`src/rtl/muldiv_unit_if.sv`:
```
// Request/response bundle between operand select, the mul/div unit and writeback.
// op encoding: 0 MUL, 1 MULW, 2 DIV, 3 DIVW, 4 DIVU, 5 DIVUW, 6 MOD, 7 MODW, 8 MODU, 9 MODUW.
interface muldiv_unit_if #(
  parameter int unsigned XLEN = 64
);
  logic            flush;
  logic            in_valid;
  logic            in_ready;
  logic [3:0]      op;
  logic [XLEN-1:0] srca;
  logic [XLEN-1:0] srcb;
  logic            out_valid;
  logic            out_ready;
  logic [XLEN-1:0] result;

  modport master (
    output flush, in_valid, op, srca, srcb, out_ready,
    input  in_ready, out_valid, result
  );

  modport slave (
    input  flush, in_valid, op, srca, srcb, out_ready,
    output in_ready, out_valid, result
  );
endinterface

```
`src/rtl/muldiv_unit.sv`:
```
// Iterative shift-add multiplier / restoring divider, one bit per cycle, with
// valid/ready handshake on both sides and a synchronous flush. Only XLEN=64 is supported.
module muldiv_unit #(
  parameter int unsigned XLEN = 64
) (
  input  logic         clk,
  input  logic         resetn,
  muldiv_unit_if.slave bus
);

  typedef enum logic [1:0] {
    S_IDLE,
    S_BUSY,
    S_DONE
  } state_t;

  typedef enum logic [3:0] {
    OP_MUL   = 4'd0,
    OP_MULW  = 4'd1,
    OP_DIV   = 4'd2,
    OP_DIVW  = 4'd3,
    OP_DIVU  = 4'd4,
    OP_DIVUW = 4'd5,
    OP_MOD   = 4'd6,
    OP_MODW  = 4'd7,
    OP_MODU  = 4'd8,
    OP_MODUW = 4'd9
  } decode_op_t;

  function automatic logic [XLEN-1:0] sext32(input logic [31:0] v);
    return {{(XLEN-32){v[31]}}, v};
  endfunction

  state_t          state_q;
  logic [6:0]      cnt_q;
  logic [XLEN-1:0] acc_q, opa_q, opb_q, result_q;
  logic            is_mul_q, is_w_q, is_rem_q, neg_q, out_valid_q;

  // Accept-side decode and operand preparation
  decode_op_t      op_in;
  logic            dec_valid, dec_mul, dec_w, dec_signed, dec_rem;
  logic [XLEN-1:0] a_ext, b_ext, a_abs, b_abs, min_val, spec_res;
  logic            a_neg, b_neg, b_zero, ovf, special;

  assign op_in = decode_op_t'(bus.op);

  always_comb begin
    dec_valid  = 1'b1;
    dec_mul    = 1'b0;
    dec_w      = 1'b0;
    dec_signed = 1'b0;
    dec_rem    = 1'b0;
    case (op_in)
      OP_MUL:   dec_mul = 1'b1;
      OP_MULW:  begin dec_mul = 1'b1; dec_w = 1'b1; end
      OP_DIV:   dec_signed = 1'b1;
      OP_DIVW:  begin dec_signed = 1'b1; dec_w = 1'b1; end
      OP_DIVU:  ;
      OP_DIVUW: dec_w = 1'b1;
      OP_MOD:   begin dec_rem = 1'b1; dec_signed = 1'b1; end
      OP_MODW:  begin dec_rem = 1'b1; dec_signed = 1'b1; dec_w = 1'b1; end
      OP_MODU:  dec_rem = 1'b1;
      OP_MODUW: begin dec_rem = 1'b1; dec_w = 1'b1; end
      default:  dec_valid = 1'b0;
    endcase
  end

  always_comb begin
    if (dec_w) begin
      a_ext = dec_signed ? sext32(bus.srca[31:0]) : {{(XLEN-32){1'b0}}, bus.srca[31:0]};
      b_ext = dec_signed ? sext32(bus.srcb[31:0]) : {{(XLEN-32){1'b0}}, bus.srcb[31:0]};
    end else begin
      a_ext = bus.srca;
      b_ext = bus.srcb;
    end
    a_neg   = dec_signed & a_ext[XLEN-1];
    b_neg   = dec_signed & b_ext[XLEN-1];
    a_abs   = a_neg ? ('0 - a_ext) : a_ext;
    b_abs   = b_neg ? ('0 - b_ext) : b_ext;
    min_val = dec_w ? sext32(32'h8000_0000) : {1'b1, {(XLEN-1){1'b0}}};
    b_zero  = (b_ext == '0);
    ovf     = dec_signed & (a_ext == min_val) & (b_ext == '1);
    special = ~dec_valid | (~dec_mul & (b_zero | ovf));
    if (!dec_valid) begin
      spec_res = '0;
    end else if (b_zero) begin
      // MODUW keeps a zero-extended dividend internally; the result is still sign-extended
      spec_res = dec_rem ? (dec_w ? sext32(a_ext[31:0]) : a_ext) : '1;
    end else begin
      spec_res = dec_rem ? '0 : min_val;
    end
  end

  // One iteration of the running operation, plus the value to publish on the final one
  logic [XLEN:0]   rem_sh;
  logic            qbit;
  logic [XLEN-1:0] acc_d, opa_d, opb_d, raw, res_d;

  always_comb begin
    acc_d  = acc_q;
    opa_d  = opa_q;
    opb_d  = opb_q;
    rem_sh = '0;
    qbit   = 1'b0;
    if (is_mul_q) begin
      acc_d = acc_q + (opb_q[0] ? opa_q : '0);
      opa_d = opa_q << 1;
      opb_d = opb_q >> 1;
    end else begin
      rem_sh = {acc_q, opa_q[XLEN-1]};
      qbit   = (rem_sh >= {1'b0, opb_q});
      // The true difference is below the divisor, so the low XLEN bits are exact
      acc_d  = qbit ? (rem_sh[XLEN-1:0] - opb_q) : rem_sh[XLEN-1:0];
      opa_d  = {opa_q[XLEN-2:0], qbit};
    end
    raw = (is_mul_q || is_rem_q) ? acc_d : opa_d;
    if (!is_mul_q && neg_q) begin
      raw = '0 - raw;
    end
    res_d = is_w_q ? sext32(raw[31:0]) : raw;
  end

  always_ff @(posedge clk or negedge resetn) begin
    if (!resetn) begin
      state_q     <= S_IDLE;
      cnt_q       <= '0;
      acc_q       <= '0;
      opa_q       <= '0;
      opb_q       <= '0;
      result_q    <= '0;
      is_mul_q    <= 1'b0;
      is_w_q      <= 1'b0;
      is_rem_q    <= 1'b0;
      neg_q       <= 1'b0;
      out_valid_q <= 1'b0;
    end else if (bus.flush) begin
      state_q     <= S_IDLE;
      out_valid_q <= 1'b0;
    end else begin
      case (state_q)
        S_IDLE: begin
          if (bus.in_valid) begin
            is_mul_q <= dec_mul;
            is_w_q   <= dec_w;
            is_rem_q <= dec_rem;
            neg_q    <= dec_rem ? a_neg : (a_neg ^ b_neg);
            cnt_q    <= dec_w ? 7'd32 : 7'd64;
            acc_q    <= '0;
            if (dec_mul) begin
              opa_q <= a_ext;
              opb_q <= b_ext;
            end else begin
              // W dividends are pre-aligned to the top so 32 iterations consume them
              opa_q <= dec_w ? {a_abs[31:0], {(XLEN-32){1'b0}}} : a_abs;
              opb_q <= b_abs;
            end
            if (special) begin
              result_q    <= spec_res;
              out_valid_q <= 1'b1;
              state_q     <= S_DONE;
            end else begin
              state_q <= S_BUSY;
            end
          end
        end
        S_BUSY: begin
          acc_q <= acc_d;
          opa_q <= opa_d;
          opb_q <= opb_d;
          cnt_q <= cnt_q - 7'd1;
          if (cnt_q == 7'd1) begin
            result_q    <= res_d;
            out_valid_q <= 1'b1;
            state_q     <= S_DONE;
          end
        end
        S_DONE: begin
          if (bus.out_ready) begin
            out_valid_q <= 1'b0;
            state_q     <= S_IDLE;
          end
        end
        default: begin
          state_q     <= S_IDLE;
          out_valid_q <= 1'b0;
        end
      endcase
    end
  end

  assign bus.in_ready  = (state_q == S_IDLE);
  assign bus.out_valid = out_valid_q;
  assign bus.result    = result_q;

endmodule
```
`src/flat_wrapper.sv`:
```
// flat-port wrapper written by rule: the top's interface ports become plain ports
module muldiv_unit_flat 
#(
  parameter int unsigned XLEN = 64
)
  (clk, resetn, bus_flush, bus_in_valid, bus_op, bus_srca, bus_srcb, bus_out_ready, bus_in_ready, bus_out_valid, bus_result);
  muldiv_unit_if #(.XLEN(XLEN)) bus_i ();
  input  logic clk;
  input  logic resetn;
  input wire logic [$bits(bus_i.flush)-1:0] bus_flush;
  input wire logic [$bits(bus_i.in_valid)-1:0] bus_in_valid;
  input wire logic [$bits(bus_i.op)-1:0] bus_op;
  input wire logic [$bits(bus_i.srca)-1:0] bus_srca;
  input wire logic [$bits(bus_i.srcb)-1:0] bus_srcb;
  input wire logic [$bits(bus_i.out_ready)-1:0] bus_out_ready;
  output wire logic [$bits(bus_i.in_ready)-1:0] bus_in_ready;
  output wire logic [$bits(bus_i.out_valid)-1:0] bus_out_valid;
  output wire logic [$bits(bus_i.result)-1:0] bus_result;
  assign bus_i.flush = bus_flush;
  assign bus_i.in_valid = bus_in_valid;
  assign bus_i.op = bus_op;
  assign bus_i.srca = bus_srca;
  assign bus_i.srcb = bus_srcb;
  assign bus_i.out_ready = bus_out_ready;
  assign bus_in_ready = bus_i.in_ready;
  assign bus_out_valid = bus_i.out_valid;
  assign bus_result = bus_i.result;
  muldiv_unit #(.XLEN(XLEN)) u_core (.clk(clk), .resetn(resetn), .bus(bus_i));
endmodule
```
`config.mk`:
```
export PLATFORM = sky130hd
export DESIGN_NAME = muldiv_unit_flat
export DESIGN_NICKNAME = d
export VERILOG_FILES = /design/src/rtl/muldiv_unit_if.sv /design/src/rtl/muldiv_unit.sv /design/src/flat_wrapper.sv
export SDC_FILE = /design/constraint.sdc
export NUM_CORES = 1
export LEC_CHECK = 0
export CORE_MARGIN = 2
export CORE_UTILIZATION = 23
export DETAILED_ROUTE_END_ITERATION = 8
export GPL_TIMING_DRIVEN = 0
export PLACE_DENSITY_LB_ADDON = 0.15
export SKIP_CTS_REPAIR_TIMING = 1
export SKIP_LAST_GASP = 1
export SYNTH_ARGS = -nofsm -noshare
export SYNTH_HDL_FRONTEND = slang
export SYNTH_SLANG_ARGS = --single-unit
```
`constraint.sdc`:
```
create_clock -name clk -period 5.4 [get_ports clk]
set_input_delay 0.81 -clock clk [delete_from_list [all_inputs] [get_ports clk]]
set_output_delay 0.81 -clock clk [all_outputs]
set_load 0.03 [all_outputs]
```
# [After elaboration in Yosys (flattened, before gate mapping)]
# Index checks and enable logic that the tools add are counted.
# Widths: inputs -> output; s select.
[classes] addsub=6 n_lt_le_gt_ge=1 n_eq_ne=22 mux=54 bitwise_logic=11 n_reduce_logical=18
[ops] operator="$mux 64" n=27
[ops] operator="$pmux 64 s2" n=4
[ops] operator="$sub 1x64->64 const A" n=3
[ops] operator="$ge 65x64->1" n=1
[ops] operator="$add 64x64->64" n=1
[ops] operator="$eq 64x64->1" n=1
[ops] operator="$eq 64x64->1 const B" n=1
[ops] operator="$logic_not 64->1" n=1
[ops] operator="$sub 64x64->64" n=1
[ops] operator="$mux 63" n=1
[ops] operator="$eq 4x3->1 const B" n=4
[ops] operator="$mux 7" n=2
[ops] operator="$pmux 7 s2" n=1
[ops] operator="$mux 1" n=12
[ops] operator="$mux 2" n=5
[ops] operator="$reduce_or 10->1" n=1
[ops] operator="$reduce_and 3->1" n=3
[ops] operator="$eq 4x2->1 const B" n=2
[ops] operator="$eq 4x4->1 const B" n=2
[ops] operator="$reduce_and 4->1" n=2
[ops] operator="$reduce_or 4->1" n=2
[ops] operator="$eq 7x1->1 const B" n=1
[ops] operator="$sub 7x1->7 const B" n=1
[ops] operator="$ne 2x1->1 const B" n=3
[ops] operator="21 further kinds" n=30
[totals] regBits=270 inputBits=137 out_inout_bits=66 elab_cells=123

# [Logic depth before layout (Yosys ltp)]
[depth] ltp_word=15 depth_mapped=26 depth_no_buf=20

# [Worst setup path before layout]
# Ideal clock, no wire load.
[synth_path] path_kind="register to register" start="reg u_core.acc_q[21]" end="reg u_core.result_q[48] (netlist: u_core.bus.result[48])" setup_ns=0.137 arrival_time_ns=5.446 t_required_ns=5.263 setup_slack_ns=-0.183 stages_incl_launch_ff=26 n_path_buf=6 period_less_slack_ns=5.583 cell_sequence="dfrtp_1 ha_1 clkbuf_2 a21oi_1 o211ai_1 a211oi_2 a31oi_2 o211a_1 buf_6 nor2_4 buf_4 buf_2 clkbuf_1 buf_1 nor2_1 a21oi_1 ha_1 o311ai_0 nor4_1 nand4_1 nor4_2 nand4_1 o311ai_1 xor2_1 a2111oi_0 nor3_1"
[synth_between] elab_chain_cells=9 elab_cells_between_ends=12 classes_between="3 x add/sub; 1 x order compare; 8 x mux"
[synth_lines] element="start, declared" line="muldiv_unit.sv:36" rtl="logic [XLEN-1:0] acc_q, opa_q, opb_q, result_q;"
[synth_lines] element="start signal, assigned" line="muldiv_unit.sv:127" rtl="acc_q <= '0;"
[synth_lines] element="start signal, assigned" line="muldiv_unit.sv:148" rtl="acc_q <= '0;"
[synth_lines] element="start signal, assigned" line="muldiv_unit.sv:167" rtl="acc_q <= acc_d;"
[synth_lines] element="$sub 64x64->64 / $ge 65x64->1 (equally long branches)" line="muldiv_unit.sv:113, muldiv_unit.sv:111"
[synth_lines] element="$mux 64" line="muldiv_unit.sv:113" rtl="acc_d = qbit ? (rem_sh[XLEN-1:0] - opb_q) : rem_sh[XLEN-1:0];"
[synth_lines] element="$mux 64" line="muldiv_unit.sv:105" rtl="if (is_mul_q) begin"
[synth_lines] element="$mux 64 *" line="muldiv_unit.sv:116" rtl="raw = (is_mul_q || is_rem_q) ? acc_d : opa_d;"
[synth_lines] element="$sub 1x64->64" line="muldiv_unit.sv:118" rtl="raw = '0 - raw;"
[synth_lines] element="$mux 64 *" line="muldiv_unit.sv:117" rtl="if (!is_mul_q && neg_q) begin"
[synth_lines] element="$mux 64 *" line="muldiv_unit.sv:120" rtl="res_d = is_w_q ? sext32(raw[31:0]) : raw;"
[synth_lines] element="$mux 64 *" line="muldiv_unit.sv:171" rtl="if (cnt_q == 7'd1) begin"
[synth_lines] element="$pmux 64 s2 *" line="muldiv_unit.sv:140" rtl="case (state_q)"
[synth_lines] element="end signal, assigned" line="muldiv_unit.sv:158" rtl="result_q <= spec_res;"
[synth_lines] element="end signal, assigned" line="muldiv_unit.sv:172" rtl="result_q <= res_d;"
[synth_lines] element="end, declared" line="muldiv_unit.sv:36"
# Every way passes the cells marked *; elsewhere a longest branch is shown, timed or not. The select of a mux whose other input is x is not followed.
# A chain may end at the register's enable or synchronous reset.

# [Worst setup path in the final report]
[layout_path] start="reg u_core.acc_q[26]" end="reg u_core.result_q[54] (netlist: u_core.bus.result[54])"
# The elaborated chain is that of the path after synthesis.

==> impl_metrics.sql <==
INSERT INTO impl_metrics (metric_group, metric, value, unit) VALUES
('sta', 'slew_headroom', '-3.09', '%'),
('sta', 'minimum_period_implied_by_the_final_worst_setup_slack', '6.00', 'ns'),
('routing', 'route.vias.total', '38900', ''),
('sta', 'clock.fmax', '167', 'MHz'),
('power', 'finalPower', '26.2', 'mW'),
('sta', 'final-hold-violation-count', '0', ''),
('power', 'switching_share', '58.4', '%'),
('logic_synthesis', 'synth_edf_count', '0', ''),
('logic_synthesis', 'synthFlopType', 'sky130_fd_sc_hd__dfrtp_1', ''),
('clock_tree', 'h_tree_level_count', '2', ''),
('power', 'power.leakage', '14.7', 'nW'),
('setup_path', 'timing.rr.start', 'u_core.acc_q[26]', ''),
('place', 'placement.setup.worst_slack', '-5.43', 'ns'),
('sta', 'clock_skew', '0.0232', 'ns'),
('grt', 'grt_first_pass_wirelength', '287000', 'um'),
('clock_tree', 'cts_tree', 'yes', ''),
('place', 'placement.cell_area', '35100', 'um^2'),
('clock_tree', 'worst_skew_pair.late_latency', '0.60', 'ns'),
('clock_tree', 'cts-root-to-sink-buffers', '3', ''),
('sta', 'report.final.setup_viol', '41', ''),
('final_layout', 'synthToLayoutAreaGrowth', '27.7', '%'),
('final_layout', 'final_cell_area', '39400', 'um^2'),
('power', 'clock_power_share', '9.9', '%'),
('sta', 'timing.setup.tns', '-12.61', 'ns'),
('sta', 'finalMaxSlewViolations', '11', ''),
('setup_path', 'worst_ep_required_time', '5.87', 'ns'),
('setup_path', 'critical_path.endpoint_type', 'flip-flop', ''),
('outcome', 'outcome', 'finished with violations', ''),
('routing', 'route.detailed.wl_per_inst', '32.6', 'um'),
('logic_synthesis', 'ys_types', '111', ''),
('final_layout', 'drive_gt1_share', '15.2', '%'),
('logic_synthesis', 'area_of_the_mapped_netlist', '30800', 'um^2'),
('logic_synthesis', 'synth-seq-area-share', '21.9', '%'),
('setup_path', 'worstSetupStartpointType', 'flip-flop', ''),
('routing', 'drt-pass1-iter-count', '8', ''),
('clock_tree', 'clock_sink_count', '270', ''),
('outcome', 'violations', 'max-capacitance violations, max-slew violations, negative setup slack', ''),
('place', 'dpl.hpwl', '170000', 'um'),
('power', 'switching_power', '15.3', 'mW'),
('setup_path', 'reg2regPathDepth', '27', ''),
('logic_synthesis', 'yosys_warnings', '0', ''),
('power', 'power.internal', '10.9', 'mW'),
('setup_path', 'reg2reg_setup_slack', '-0.60', 'ns'),
('logic_synthesis', 'syn-instance-count', '4327', ''),
('clock_tree', 'root_buffer', 'sky130_fd_sc_hd__clkbuf_16', ''),
('grt', 'antenna_found_initial', '11', ''),
('setup_path', 'critical_path_arrival', '6.46', 'ns'),
('grt', 'grt.total_usage', '29.3', '%'),
('sta', 'whs', '0.224', 'ns'),
('floorplan', 'core_area', '133000', 'um^2'),
('floorplan', 'placement_rows', '134', ''),
('setup_path', 'cp_max_fo', '10', ''),
('final_layout', 'layout.cells.most_common', 'sky130_fd_sc_hd__nand2_1', ''),
('routing', 'first_iter_violations', '4643', ''),
('clock_tree', 'tritoncts.num_buffers', '37', ''),
('final_layout', 'nets', '4932', ''),
('floorplan', 'fp.dieW', '370', 'um'),
('logic_synthesis', 'synth_async_sr_flop_share', '100', '%'),
('logic_synthesis', 'synth-seq-cells', '270', ''),
('min_path', 'hold_path.class', 'in2async', ''),
('final_layout', 'insertedDiodeCount', '0', ''),
('sta', 'post-route-period-util', '111', '%'),
('grt', 'grt_start_max_net_pins', '94', ''),
('logic_synthesis', 'mappedNetlistNets', '4600', ''),
('floorplan', 'chipHeight', '370', 'um'),
('final_layout', 'fin_util', '29.6', '%'),
('sta', 'final.setup.worst_slack', '-0.599', 'ns'),
('routing', 'drt-total-wl', '210000', 'um'),
('clock_tree', 'cts.reportedPaths.clkPinSlew', '0.06', 'ns'),
('run', 'timing.max_cap.violations', '2', ''),
('grt', 'grt.overflow.total', '0', '');
-- worst max-delay path: stages (launching register included) --
cell and delay (ns):
sky130_fd_sc_hd__dfrtp_1 0.59, sky130_fd_sc_hd__ha_1 0.39, sky130_fd_sc_hd__nand2_1 0.26, sky130_fd_sc_hd__a21oi_1 0.13, sky130_fd_sc_hd__a211oi_2 0.30, sky130_fd_sc_hd__a31oi_4 0.17, sky130_fd_sc_hd__o211a_4 0.32, sky130_fd_sc_hd__buf_12 0.16
sky130_fd_sc_hd__nor2_4 0.22, sky130_fd_sc_hd__buf_12 0.15, sky130_fd_sc_hd__buf_12 0.11, sky130_fd_sc_hd__buf_12 0.11, sky130_fd_sc_hd__buf_12 0.13, sky130_fd_sc_hd__nor2_1 0.06, sky130_fd_sc_hd__a21oi_4 0.15, sky130_fd_sc_hd__ha_4 0.16
sky130_fd_sc_hd__o311ai_2 0.11, sky130_fd_sc_hd__nor4_2 0.32, sky130_fd_sc_hd__nand4_1 0.17, sky130_fd_sc_hd__buf_6 0.18, sky130_fd_sc_hd__nor4_4 0.14, sky130_fd_sc_hd__buf_6 0.18, sky130_fd_sc_hd__buf_4 0.13, sky130_fd_sc_hd__and4_4 0.26
sky130_fd_sc_hd__a31oi_1 0.11, sky130_fd_sc_hd__xor2_1 0.36, sky130_fd_sc_hd__nor2_1 0.15, sky130_fd_sc_hd__o32a_1 0.30
-- state kept, by name (all words and copies together), names as in the netlist --
name                  count
u_core.is_w_q             1
u_core.bus.out_valid      1
u_core.acc_q             64
u_core.cnt_q              7
u_core.is_mul_q           1
u_core.opa_q             64
u_core.opb_q             64
u_core.is_rem_q           1
u_core.state_q            2
u_core.bus.result        64
u_core.neg_q              1
-- synth_stat cells (all sizes together), types with 52 or more instances --
cell	n	area [um^2]
a31oi	104	672
nand3	108	541
dfrtp	270	6760
a21oi	408	2060
clkbuf	241	907
o21a	52	390
nand4	94	588
o31ai	59	462
o21ai	479	2400
a21o	55	413
or3	57	367
xor2	88	771
and2	89	557
nor2	367	1390
nand2	491	1850
nor4	55	410
ha	134	1680
nor3	130	677
inv	127	477
buf	76	374
o211ai	116	876
xnor2	118	1030
-- cell families after synthesis --
family,after synthesis,share of synthesized area [%]
buffers and inverters,444,5.71
AO/OA/AOI/OAI,1662,34.7
AND/OR/NAND/NOR,1560,24.6
XOR/XNOR,206,5.86
adder cells (fa/ha/maj),140,5.70
flip-flops,270,21.9
multiplexers,45,1.51
-- layer usage --
metal  wire, um  part of all wire (%)  GRT usage, %
met1      86100                    41          38.0
met2      88300                    42          44.3
met3      18000                   8.6          5.54
met4      17700                   8.4          18.8
met5         62                 0.029             0
-- cell type report --
class	count	area, um^2
Buffer	268	1400
Clock buffer	52	1060
Clock inverter	12	136
Fill cell	14800	93800
Inverter	127	485
Multi-Input combinational cell	3613	24100
Sequential cell	270	6800
Tap cell	1768	2210
Timing Repair Buffer	342	3180
-- how the worst max path moves through the flow --
stage / depth (start not counted) / from / slack, ns / to
after floorplan: 25 / u_core.acc_q[21] / 0.005 / u_core.bus.result[48]
after CTS: 20 / u_core.is_mul_q / -5.46 / u_core.bus.result[48]
after global placement: 1 / resetn / -10.10 / u_core.opb_q[11]
after global routing: 29 / u_core.opb_q[1] / -0.60 / u_core.bus.result[54]
final: 27 / u_core.acc_q[26] / -0.60 / u_core.bus.result[54]
after detailed placement: 20 / u_core.is_mul_q / -5.43 / u_core.bus.result[48]
-- power by group through the flow --
stage	clock, mW	combinational [mW]	sequential [mW]
2_1_floorplan	0	9.65	3.92
3_3_place_gp	0	16.3	4.29
3_5_place_dp	0	16.3	4.27
4_1_cts	2.62	16.4	4.25
5_1_grt	2.69	20.1	4.32
6_report	2.59	19.3	4.31
Power figures use the tool's default switching activity.
